`config.mk`:
```
export PLATFORM = sky130hd
export DESIGN_NAME = mac_pe_nch
export DESIGN_NICKNAME = d
export VERILOG_FILES = /design/src/rtl/mac_pkg.sv /design/src/rtl/mac_chan_sel.sv /design/src/rtl/mac_pe_nch.sv
export SDC_FILE = /design/constraint.sdc
export NUM_CORES = 1
export LEC_CHECK = 0
export CAP_MARGIN = 20
export CORE_MARGIN = 2
export CORE_UTILIZATION = 45
export DETAILED_ROUTE_END_ITERATION = 7
export PLACE_DENSITY = 0.69
export SYNTH_ARGS = -nofsm -noshare
export SYNTH_HDL_FRONTEND = slang
export SYNTH_SLANG_ARGS = --single-unit
```
`constraint.sdc`:
```
create_clock -name clk -period 7.5 [get_ports clk]
set_clock_uncertainty 0.15 [all_clocks]
set_input_delay 2.25 -clock clk [delete_from_list [all_inputs] [get_ports clk]]
set_output_delay 2.25 -clock clk [all_outputs]
set_load 0.005 [all_outputs]
```
`src/rtl/mac_pkg.sv`:
```
// mac_pkg: FSM state, width/slice helpers and the accumulator add for mac_pe_nch.
// The add wraps by default and saturates when MAC_PE_SAT_EN is defined.
package mac_pkg;
  typedef enum logic {IDLE, ACCUM} state_e;
  function automatic int prod_w(input int w);
    return 2 * w;
  endfunction
  function automatic int chan_lo(input int c, input int w);
    return c * w;
  endfunction
  function automatic logic signed [63:0] sat_add(input logic signed [63:0] a, input logic signed [63:0] b,
                                                 input int acc_w);
    logic signed [63:0] s;
`ifdef MAC_PE_SAT_EN
    logic signed [63:0] hi, lo;
    s = a + b;
    hi = (64'sd1 <<< (acc_w - 1)) - 64'sd1;
    lo = -hi - 64'sd1;
    return (s > hi) ? hi : (s < lo) ? lo : s;
`else
    s = a + b;
    return (s <<< (64 - acc_w)) >>> (64 - acc_w);
`endif
  endfunction
endpackage

```
`src/rtl/mac_chan_sel.sv`:
```
// mac_chan_sel: priority encoder picking the lowest-index valid channel and its activation.
module mac_chan_sel
  import mac_pkg::*;
#(
  parameter int W     = 8,
  parameter int NCH   = 3,
  parameter int IDX_W = (NCH > 1) ? $clog2(NCH) : 1
) (
  input  logic [NCH-1:0]          valid_i,
  input  logic [NCH*W-1:0]        a_i,
  output logic [IDX_W-1:0]        idx_o,
  output logic signed [W-1:0]     act_o
);
  always_comb begin
    idx_o = '0;
    act_o = a_i[W-1:0];
    for (int c = NCH - 1; c >= 0; c--)
      if (valid_i[c]) begin
        idx_o = IDX_W'(c);
        act_o = a_i[chan_lo(c, W) +: W];
      end
  end
endmodule

```
`src/rtl/mac_pe_nch.sv`:
```
// mac_pe_nch: systolic MAC PE, NCH activation channels, K-length dot products, valid/ready result.
// Define MAC_PE_SAT_EN for a saturating accumulator and the sticky sat_flag output.
module mac_pe_nch
  import mac_pkg::*;
#(
  parameter int W     = 8,
  parameter int ACC_W = 24,
  parameter int NCH   = 3,
  parameter int K_W   = 8
) (
  input  logic                    clk,
  input  logic                    rst,
  input  logic                    clear,
  input  logic                    weight_load,
  input  logic signed [W-1:0]     weight_in,
  input  logic [K_W-1:0]          k_len,
  input  logic [NCH-1:0]          valid_in,
  input  logic [NCH*W-1:0]        a_in,
  output logic                    in_ready,
  output logic [NCH*W-1:0]        a_out,
  output logic [NCH-1:0]          valid_out_fwd,
  output logic signed [ACC_W-1:0] acc_out,
  output logic                    acc_valid,
  input  logic                    acc_ready
`ifdef MAC_PE_SAT_EN
  , output logic                  sat_flag
`endif
);
  localparam int PW    = prod_w(W);
  localparam int IDX_W = (NCH > 1) ? $clog2(NCH) : 1;
  logic signed [W-1:0]     weight_q, act;
  logic [IDX_W-1:0]        idx;
  logic signed [PW-1:0]    s1_prod_q;
  logic                    s1_valid_q, s1_last_q, acc_valid_q;
  logic signed [ACC_W-1:0] acc_q, acc_out_q, sum;
  logic signed [63:0]      sum64;
  logic [NCH*W-1:0]        a_out_q;
  logic [NCH-1:0]          vfwd_q;
  logic [K_W-1:0]          count_q, k_q, k_eff, k_cur;
  state_e                  state_q;
  logic                    stall, accept, last, done;
  mac_chan_sel #(.W(W), .NCH(NCH), .IDX_W(IDX_W)) u_sel (
    .valid_i(valid_in), .a_i(a_in), .idx_o(idx), .act_o(act)
  );
  always_comb begin
    stall  = s1_valid_q & s1_last_q & acc_valid_q & ~acc_ready;
    accept = ~stall & ~clear & valid_in[idx];
    k_eff  = (k_len == '0) ? K_W'(1) : k_len;
    k_cur  = (state_q == IDLE) ? k_eff : k_q;
    last   = count_q == k_cur - K_W'(1);
    done   = ~clear & s1_valid_q & s1_last_q & ~stall;
    sum64  = sat_add(64'(acc_q), 64'(ACC_W'(s1_prod_q)), ACC_W);
    sum    = sum64[ACC_W-1:0];
  end
  assign in_ready      = ~stall;
  assign a_out         = a_out_q;
  assign valid_out_fwd = vfwd_q;
  assign acc_out       = acc_out_q;
  assign acc_valid     = acc_valid_q;
  always_ff @(posedge clk) begin
    if (rst) begin
      weight_q    <= '0;
      a_out_q     <= '0;
      vfwd_q      <= '0;
      s1_prod_q   <= '0;
      s1_valid_q  <= 1'b0;
      s1_last_q   <= 1'b0;
      acc_q       <= '0;
      acc_out_q   <= '0;
      acc_valid_q <= 1'b0;
      count_q     <= '0;
      k_q         <= '0;
      state_q     <= IDLE;
    end else begin
      a_out_q <= a_in;
      vfwd_q  <= valid_in;
      if (weight_load) weight_q <= weight_in;
      if (clear) begin
        acc_q      <= '0;
        count_q    <= '0;
        state_q    <= IDLE;
        s1_valid_q <= 1'b0;
      end else begin
        if (accept) begin
          s1_prod_q <= PW'(act) * PW'(weight_q);
          s1_last_q <= last;
          if (state_q == IDLE) k_q <= k_eff;
          count_q <= last ? '0 : count_q + K_W'(1);
          state_q <= last ? IDLE : ACCUM;
        end
        if (!stall) s1_valid_q <= accept;
        if (s1_valid_q && !stall) acc_q <= s1_last_q ? '0 : sum;
      end
      if (done) begin
        acc_out_q   <= sum;
        acc_valid_q <= 1'b1;
      end else if (acc_valid_q && acc_ready) acc_valid_q <= 1'b0;
    end
  end
`ifdef MAC_PE_SAT_EN
  logic sat_acc_q, sat_q, sat_now;
  assign sat_now  = sum64 != 64'(acc_q) + 64'(ACC_W'(s1_prod_q));
  assign sat_flag = sat_q;
  // Running flag covers the dot product in flight; sat_q tracks the result on acc_out.
  always_ff @(posedge clk) begin
    if (rst || clear) begin
      sat_acc_q <= 1'b0;
      sat_q     <= 1'b0;
    end else if (s1_valid_q && !stall) begin
      sat_acc_q <= s1_last_q ? 1'b0 : sat_acc_q | sat_now;
      if (s1_last_q) sat_q <= sat_acc_q | sat_now;
    end else if (acc_valid_q && acc_ready) sat_q <= 1'b0;
  end
`endif
endmodule
```
# Word level (Yosys, flattened, before mapping)
# Index checks and enable logic that the tools add are counted.
# op_classes
add_sub_neg	3
multipliers	1
div	0
n_lt_le_gt_ge	1
eq_ne	1
shift	0
mux	15
n_bitwise	11
n_reduce_logical	7
# ops
operator	n
2-to-1 mux 8 bit	6
adder 24 x 16 -> 24 bit	1
2-to-1 mux 24 bit	1
multiplier 8 x 8 -> 16 bit	1
adder 8 x 1 -> 8 bit, second input constant	1
AND 1 bit	8
equality test 8 bit	1
logical NOT 8 bit	1
subtractor 8 x 1 -> 8 bit, second input constant	1
2-to-1 mux 2 bit	3
2-to-1 mux 1 bit	4
less-than comparator 2 x 3 -> 1 bit, second input constant	1
inverter 1 bit	3
binary-select mux 1 bit (select 2 bit)	1
logical AND 1 bit	2
AND reduction 2 bit	1
nonzero test 2 bit	1
OR reduction 2 bit	1
logical NOT 1 bit	1
# word_totals
reg_bits	119
latchBits	0
mem_bits_rw	0
romBits	0
in_bits	48
output_inout_bits	53
wordCells	51
mem_count	0

# Logic depth before layout (Yosys ltp)
# logic_depth
ltp_word	7
mapped_depth	22
depth_no_buf	21

# Modules after synthesis
# Synthesis repeated with hierarchy kept, for this count alone.
# hier_totals
cells_unflattened	970
area_unflattened_um2	8468.1
# by_module_without_submodules
mod	instances	cells_per_inst	area_each_um2	seq_area_each_um2
mac_pe_nch	1	934	8250.4	2382.3
mac_chan_sel	1	36	217.7	0.0

# Least setup slack after synthesis
# No wires, ideal clock.
# synth_path
path_type	input to register
start	in valid_in[1]
end	reg s1_prod_q[15]
setup_time_ps	87
t_arrival_ps	6986
required_time_ps	7263
path_slack_ps	277
path_stages	21
n_path_buf	2
cell_sequence	clkbuf_1 -> nor2b_1 -> clkbuf_1 -> a22oi_1 -> o21ai_0 -> nand2_1 -> fa_1 -> inv_1 -> fa_1 -> fa_1 -> inv_1 -> fa_1 -> inv_1 -> ha_1 -> o21a_1 -> o21ai_0 -> a21oi_1 -> o41ai_1 -> o21ai_0 -> xnor2_1 -> o31ai_1
# synth_via
elab_chain_cells	6
word_cells_on_any_way	9
cone_classes	mul: 1; mux: 6; bitwise: 1; reduce/logical: 1
# synth_lines
item	line_no	rtl
from (decl)	mac_pe_nch.sv:17	input logic [NCH-1:0] valid_in,
parallel branches: the longest is 6 deep, another holds multiplier 8 x 8 -> 16 bit	--	
to (signal assigned)	mac_pe_nch.sv:85	s1_prod_q <= PW'(act) * PW'(weight_q);
to (decl)	mac_pe_nch.sv:33	logic signed [PW-1:0] s1_prod_q;
# Parallel ways; which one is timed is not known. The select of a mux whose other input is x is not followed.
# A chain may end at the register's enable or synchronous reset.

# Worst setup path in the final report
# layout_path
start	in valid_in[0]
end	reg s1_prod_q[14]
# layout_via
elab_chain_cells	5
word_cells_on_any_way	7
cone_classes	mul: 1; mux: 4; bitwise: 1; reduce/logical: 1
# layout_lines
item
parallel branches: the longest is 5 deep, another holds multiplier 8 x 8 -> 16 bit
# Parallel ways; which one is timed is not known. The select of a mux whose other input is x is not followed.

==> out/qor.log <==
[finish] sequential standard cell area 2380 um^2
[timing] Final Setup Violations 0
[floorplanning] boundary pin count 101
[power] Max VDD drop 0.000168 V
[logic_synthesis] average cell area after synthesis 8.61 um^2
[routing] remaining number of nets flagged by the antenna check after routing 0
[worst_setup_path] worst reg2reg startpoint weight_q[7]$_SDFFE_PP0P_
[routing] DRT Pass-1 Iters 4
[clocking] CTS HTree Levels 4
[logic_synthesis] number of synthesized flops with an enable pin 0
[clocking] number of clock buffers inserted by TritonCTS 17
[routing] violation count after the first detailed-route iteration 372
[clocking] clock tree from TritonCTS built
[finish] number of filler cells placed in the layout 1,677
[global_routing] total gr overflow 0
[worst_setup_path] critical path launch point type input pin
[timing] worst-margin pin slew 0.918 ns
[worst_setup_path] CP Data Arrival Time 7.31 ns
[logic_synthesis] fraction of post-synthesis cell area in the top cell type by area 28.1%
[routing] Routed WL 20,400 um
[worst_setup_path] internal reg-to-reg setup slack 2.78 ns
[floorplanning] die outline area 19,900 um^2
[timing] setup repair after global routing missed its margin no
[global_routing] via count of the first global-routing pass 7,354
[finish] area of all placed cells without fillers 10,500 um^2
[power] static leakage 4.51 nW
[worst_setup_path] largest fanout of any net on the critical path 8
[logic_synthesis] share of async-settable or async-resettable flops after synthesis 0%
[clocking] hold bufs inserted after CTS 0
[worst_setup_path] Critical R2R Capture s1_prod_q[15]$_SDFFE_PP0P_
[timing] endpoints failing hold 0
[global_routing] GRT met3 Usage 4.35%
[logic_synthesis] flip-flop and latch count after synthesis 119
[logic_synthesis] cell types with the largest area share after synthesis sky130_fd_sc_hd__dfxtp_1 (28%), sky130_fd_sc_hd__fa_1 (13%), sky130_fd_sc_hd__ha_1 (8.0%), sky130_fd_sc_hd__nand2_1 (4.1%), sky130_fd_sc_hd__inv_1 (3.8%)
[routing] Vias per Instance 5.42
[logic_synthesis] distinct cell type count after synthesis 72
[placed_design] Post-Place Cells 1,315
[logic_synthesis] cell area after synthesis 8470 um^2
[placed_design] quantity of I/O buffers inserted on ports 100
[logic_synthesis] Gate Count Post-Synth 984
[routing] DRC violation count after routing 0
[logic_synthesis] most common flop cell mapped by yosys sky130_fd_sc_hd__dfxtp_1
[logic_synthesis] cell type with the largest total area after synthesis sky130_fd_sc_hd__dfxtp_1
[global_routing] wire length of the first global-routing pass 35,400 um
[placed_design] area of placed instances 9890 um^2
[global_routing] overall fraction of global-route tracks in use 21.7%
[placed_design] post-detail-place hpwl 15,400 um
[finish] multi-input combinational cell area 5600 um^2
[timing] TNS Setup 0 ns
[logic_synthesis] sequential element share of the synthesized area 28.1%
[worst_setup_path] Required @ worst endpoint 7.64 ns
[floorplanning] die width 141 um
[timing] highest attainable clock frequency 139 MHz
[global_routing] maximum number of pins on one net before global-route repair 55
[global_routing] global-route met1 utilization 28.3%
[finish] share of cells above drive strength 1 8.45%
[placed_design] last weighted congestion value of the routability-driven placer 0.849
[routing] routed wire length per instance 15.1 um
[finish] area overhead of the layout relative to synthesis 24.4%
[finish] diodes inserted 0
[clocking] buffer type at the clock tree root sky130_fd_sc_hd__clkbuf_16
[hold_path] worst hold path class reg -> reg
[hold_path] cell depth of the worst hold path 2
[worst_setup_path] CP Capture Type register
[floorplanning] die height 141 um
[power] power per unit of standard cell area 201 nW/um^2
[hold_path] capture endpoint of the worst hold path acc_out[6]$_SDFFE_PP0P_
[finish] Final Instance Count excl. Fillers 1,347
[routing] count of vias placed by the detailed router 7,300
[run] Maximum Capacitance Violations 0
[timing] share of the cycle needed by the critical path after routing 95.6%
[worst_setup_path] start point of the critical path valid_in[0]
[run_status] result of the run finished clean
[clocking] CTS sink cnt 119
[floorplanning] Placeable Area 18,600 um^2
[clocking] clock latency at the later pin of the worst-skew pair 0.41 ns
[logic_synthesis] nets in the synthesized netlist 1,142
[worst_setup_path] r2r worst-path depth 16
[worst_setup_path] critical path class in -> reg
[global_routing] antenna violations before repair 0
[timing] headroom to the max-slew limit 38.7%
[clocking] clock-pin slew reported for the worst setup and hold paths after clock tree synthesis 0.05 ns
[finish] final net count 1,258
[floorplanning] num rows 50
[logic_synthesis] total of warnings raised by yosys 0
[hold_path] launch point of the worst hold path acc_out[6]$_SDFFE_PP0P_
[timing] Max Transition Viols Final 0
[timing] time the final worst path needs with I/O delays and setup 7.17 ns
[global_routing] most heavily used metal layer in global routing met2
[clocking] maximum root-to-sink buffer count 2
[finish] utilization of the core after routing 56.7%
[global_routing] met2 demand-to-capacity share in global routing 36.7%
[floorplanning] starting density of the core 45.6%
## per-stage QoR
step / hold WS (ns) / setup WS (ns) / power [W]
6_report: 0.303 / 0.329 / 0.00212
5_1_grt: 0.331 / 0.0224 / 0.00225
4_1_cts: 0.304 / 0.253 / 0.00213
3_5_place_dp: 0.297 / -0.179 / 0.00125
3_3_place_gp: 0.293 / -0.0583 / 0.00124
2_1_floorplan: 0.279 / 0.277 / 0.00107
## worst max-delay path by stage
| stage | to | cells past startpoint | slack [ns] |
|---|---|---|---|
| after global routing | s1_prod_q[14]$_SDFFE_PP0P_ | 22 | 0.02 |
| after CTS | s1_prod_q[15]$_SDFFE_PP0P_ | 20 | 0.25 |
| after floorplan | s1_prod_q[15]$_SDFFE_PP0P_ | 21 | 0.28 |
| after global placement | s1_prod_q[15]$_SDFFE_PP0P_ | 20 | -0.06 |
| final | s1_prod_q[14]$_SDFFE_PP0P_ | 22 | 0.33 |
| after detailed placement | s1_prod_q[15]$_SDFFE_PP0P_ | 20 | -0.18 |
## where the power goes
| group | internal (W) | switching (W) | total (W) |
|---|---|---|---|
| clock network | 0.000571 | 0.000304 | 0.000874 |
| logic | 0.000255 | 0.000294 | 0.000549 |
| registers | 0.000663 | 0.0000308 | 0.000694 |
| total | 0.00149 | 0.000629 | 0.00212 |
## placed cells by master (no fill, tap or decap), drive strengths merged, types with 5 or more instances in the layout
master / count
a211oi: 12
nor3: 22
clkinv: 5
a22oi: 24
clkbuf: 19
o21a: 8
o31ai: 6
clkdlybuf4s50: 99
or3: 6
buf: 42
or4: 5
ha: 54
nand2b: 5
a31oi: 6
a21o: 16
fa: 56
nand2: 93
nor2b: 35
xnor2: 30
mux2i: 15
nor4: 7
o211ai: 6
and2: 43
dfxtp: 119
nand4: 10
nand3b: 5
nand3: 26
and3: 5
xor2: 12
o21ai: 40
clkinvlp: 5
a21oi: 57
nor2: 74
inv: 85
## cell type report
cell class / instances / share of cell area (%)
clock buffers: 19 / 4.30
inverters: 86 / 3.06
well taps: 234 / 2.78
flip-flops and latches: 119 / 22.6
multi-input cells: 735 / 53.2
repair buffers: 141 / 12.4
clock inverters: 13 / 1.69
## what timing repair did
| action | in CTS | in global routing |
|---|---|---|
| setup buffers | 0 | 0 |
| gates resized for setup | 0 | 2 |
| setup endpoints to repair | 0 | 5 |
## synthesized netlist by cell type (6+ instances only)
cell                       count
sky130_fd_sc_hd__nor2b_1      35
sky130_fd_sc_hd__mux2i_1      12
sky130_fd_sc_hd__nor3_1       21
sky130_fd_sc_hd__nand4_1      10
sky130_fd_sc_hd__nand2_1      93
sky130_fd_sc_hd__clkbuf_1     36
sky130_fd_sc_hd__o21ai_1       6
sky130_fd_sc_hd__a21o_1       16
sky130_fd_sc_hd__fa_1         56
sky130_fd_sc_hd__and2_1       43
sky130_fd_sc_hd__xnor2_1      30
sky130_fd_sc_hd__xor2_1       12
sky130_fd_sc_hd__nor4_1        6
sky130_fd_sc_hd__dfxtp_1     119
sky130_fd_sc_hd__o21ai_0      34
sky130_fd_sc_hd__nor2_1       74
sky130_fd_sc_hd__or3_1         6
sky130_fd_sc_hd__o21a_1        8
sky130_fd_sc_hd__a22oi_1      24
sky130_fd_sc_hd__nand3_1      26
sky130_fd_sc_hd__inv_1        85
sky130_fd_sc_hd__o211ai_1      6
sky130_fd_sc_hd__a211oi_1     12
sky130_fd_sc_hd__a31oi_1       6
sky130_fd_sc_hd__a21oi_1      57
sky130_fd_sc_hd__ha_1         54
## kinds of logic (layout without fill, tap and decap cells)
kind of cell | count (synthesis) | count (layout) | share of synthesized area, %
compound gates | 215 | 215 | 16.8
xor+xnor | 43 | 43 | 4.61
fa+ha+maj | 110 | 110 | 21.2
buf+inv | 130 | 259 | 5.95
flops | 119 | 119 | 28.1
mux | 17 | 17 | 2.32
simple gates | 350 | 350 | 20.9
## metal layers
metal  wire length [um]  share of wire [%]
met5                  0                  0
met4                272                1.3
met3                921                4.5
met2               9820                 48
met1               9350                 46
## critical path, cell delays in order
cell and delay (ns):
sky130_fd_sc_hd__clkdlybuf4s50_1 0.55, sky130_fd_sc_hd__nor2_1 0.08, sky130_fd_sc_hd__buf_4 0.16, sky130_fd_sc_hd__a22oi_1 0.15
sky130_fd_sc_hd__o21ai_0 0.09, sky130_fd_sc_hd__buf_4 0.17, sky130_fd_sc_hd__and2_1 0.17, sky130_fd_sc_hd__fa_1 0.54
sky130_fd_sc_hd__inv_1 0.05, sky130_fd_sc_hd__fa_1 0.48, sky130_fd_sc_hd__inv_1 0.06, sky130_fd_sc_hd__fa_1 0.53
sky130_fd_sc_hd__inv_1 0.05, sky130_fd_sc_hd__fa_1 0.52, sky130_fd_sc_hd__inv_1 0.04, sky130_fd_sc_hd__ha_1 0.32
sky130_fd_sc_hd__o21ai_0 0.12, sky130_fd_sc_hd__a21boi_0 0.33, sky130_fd_sc_hd__o211ai_1 0.17, sky130_fd_sc_hd__a21oi_1 0.22
sky130_fd_sc_hd__nor4_1 0.08, sky130_fd_sc_hd__nand3b_1 0.15
## state kept, by name, indices dropped and copies added, names as in the netlist
| signal | cells |
|---|---|
| acc_out | 24 |
| acc_q | 24 |
| state_q | 1 |
| s1_valid_q | 1 |
| k_q | 8 |
| weight_q | 8 |
| count_q | 8 |
| s1_prod_q | 16 |
| a_out | 24 |
| s1_last_q | 1 |
| valid_out_fwd | 3 |
| acc_valid | 1 |
No activity file was read; power rests on OpenSTA's default activity.
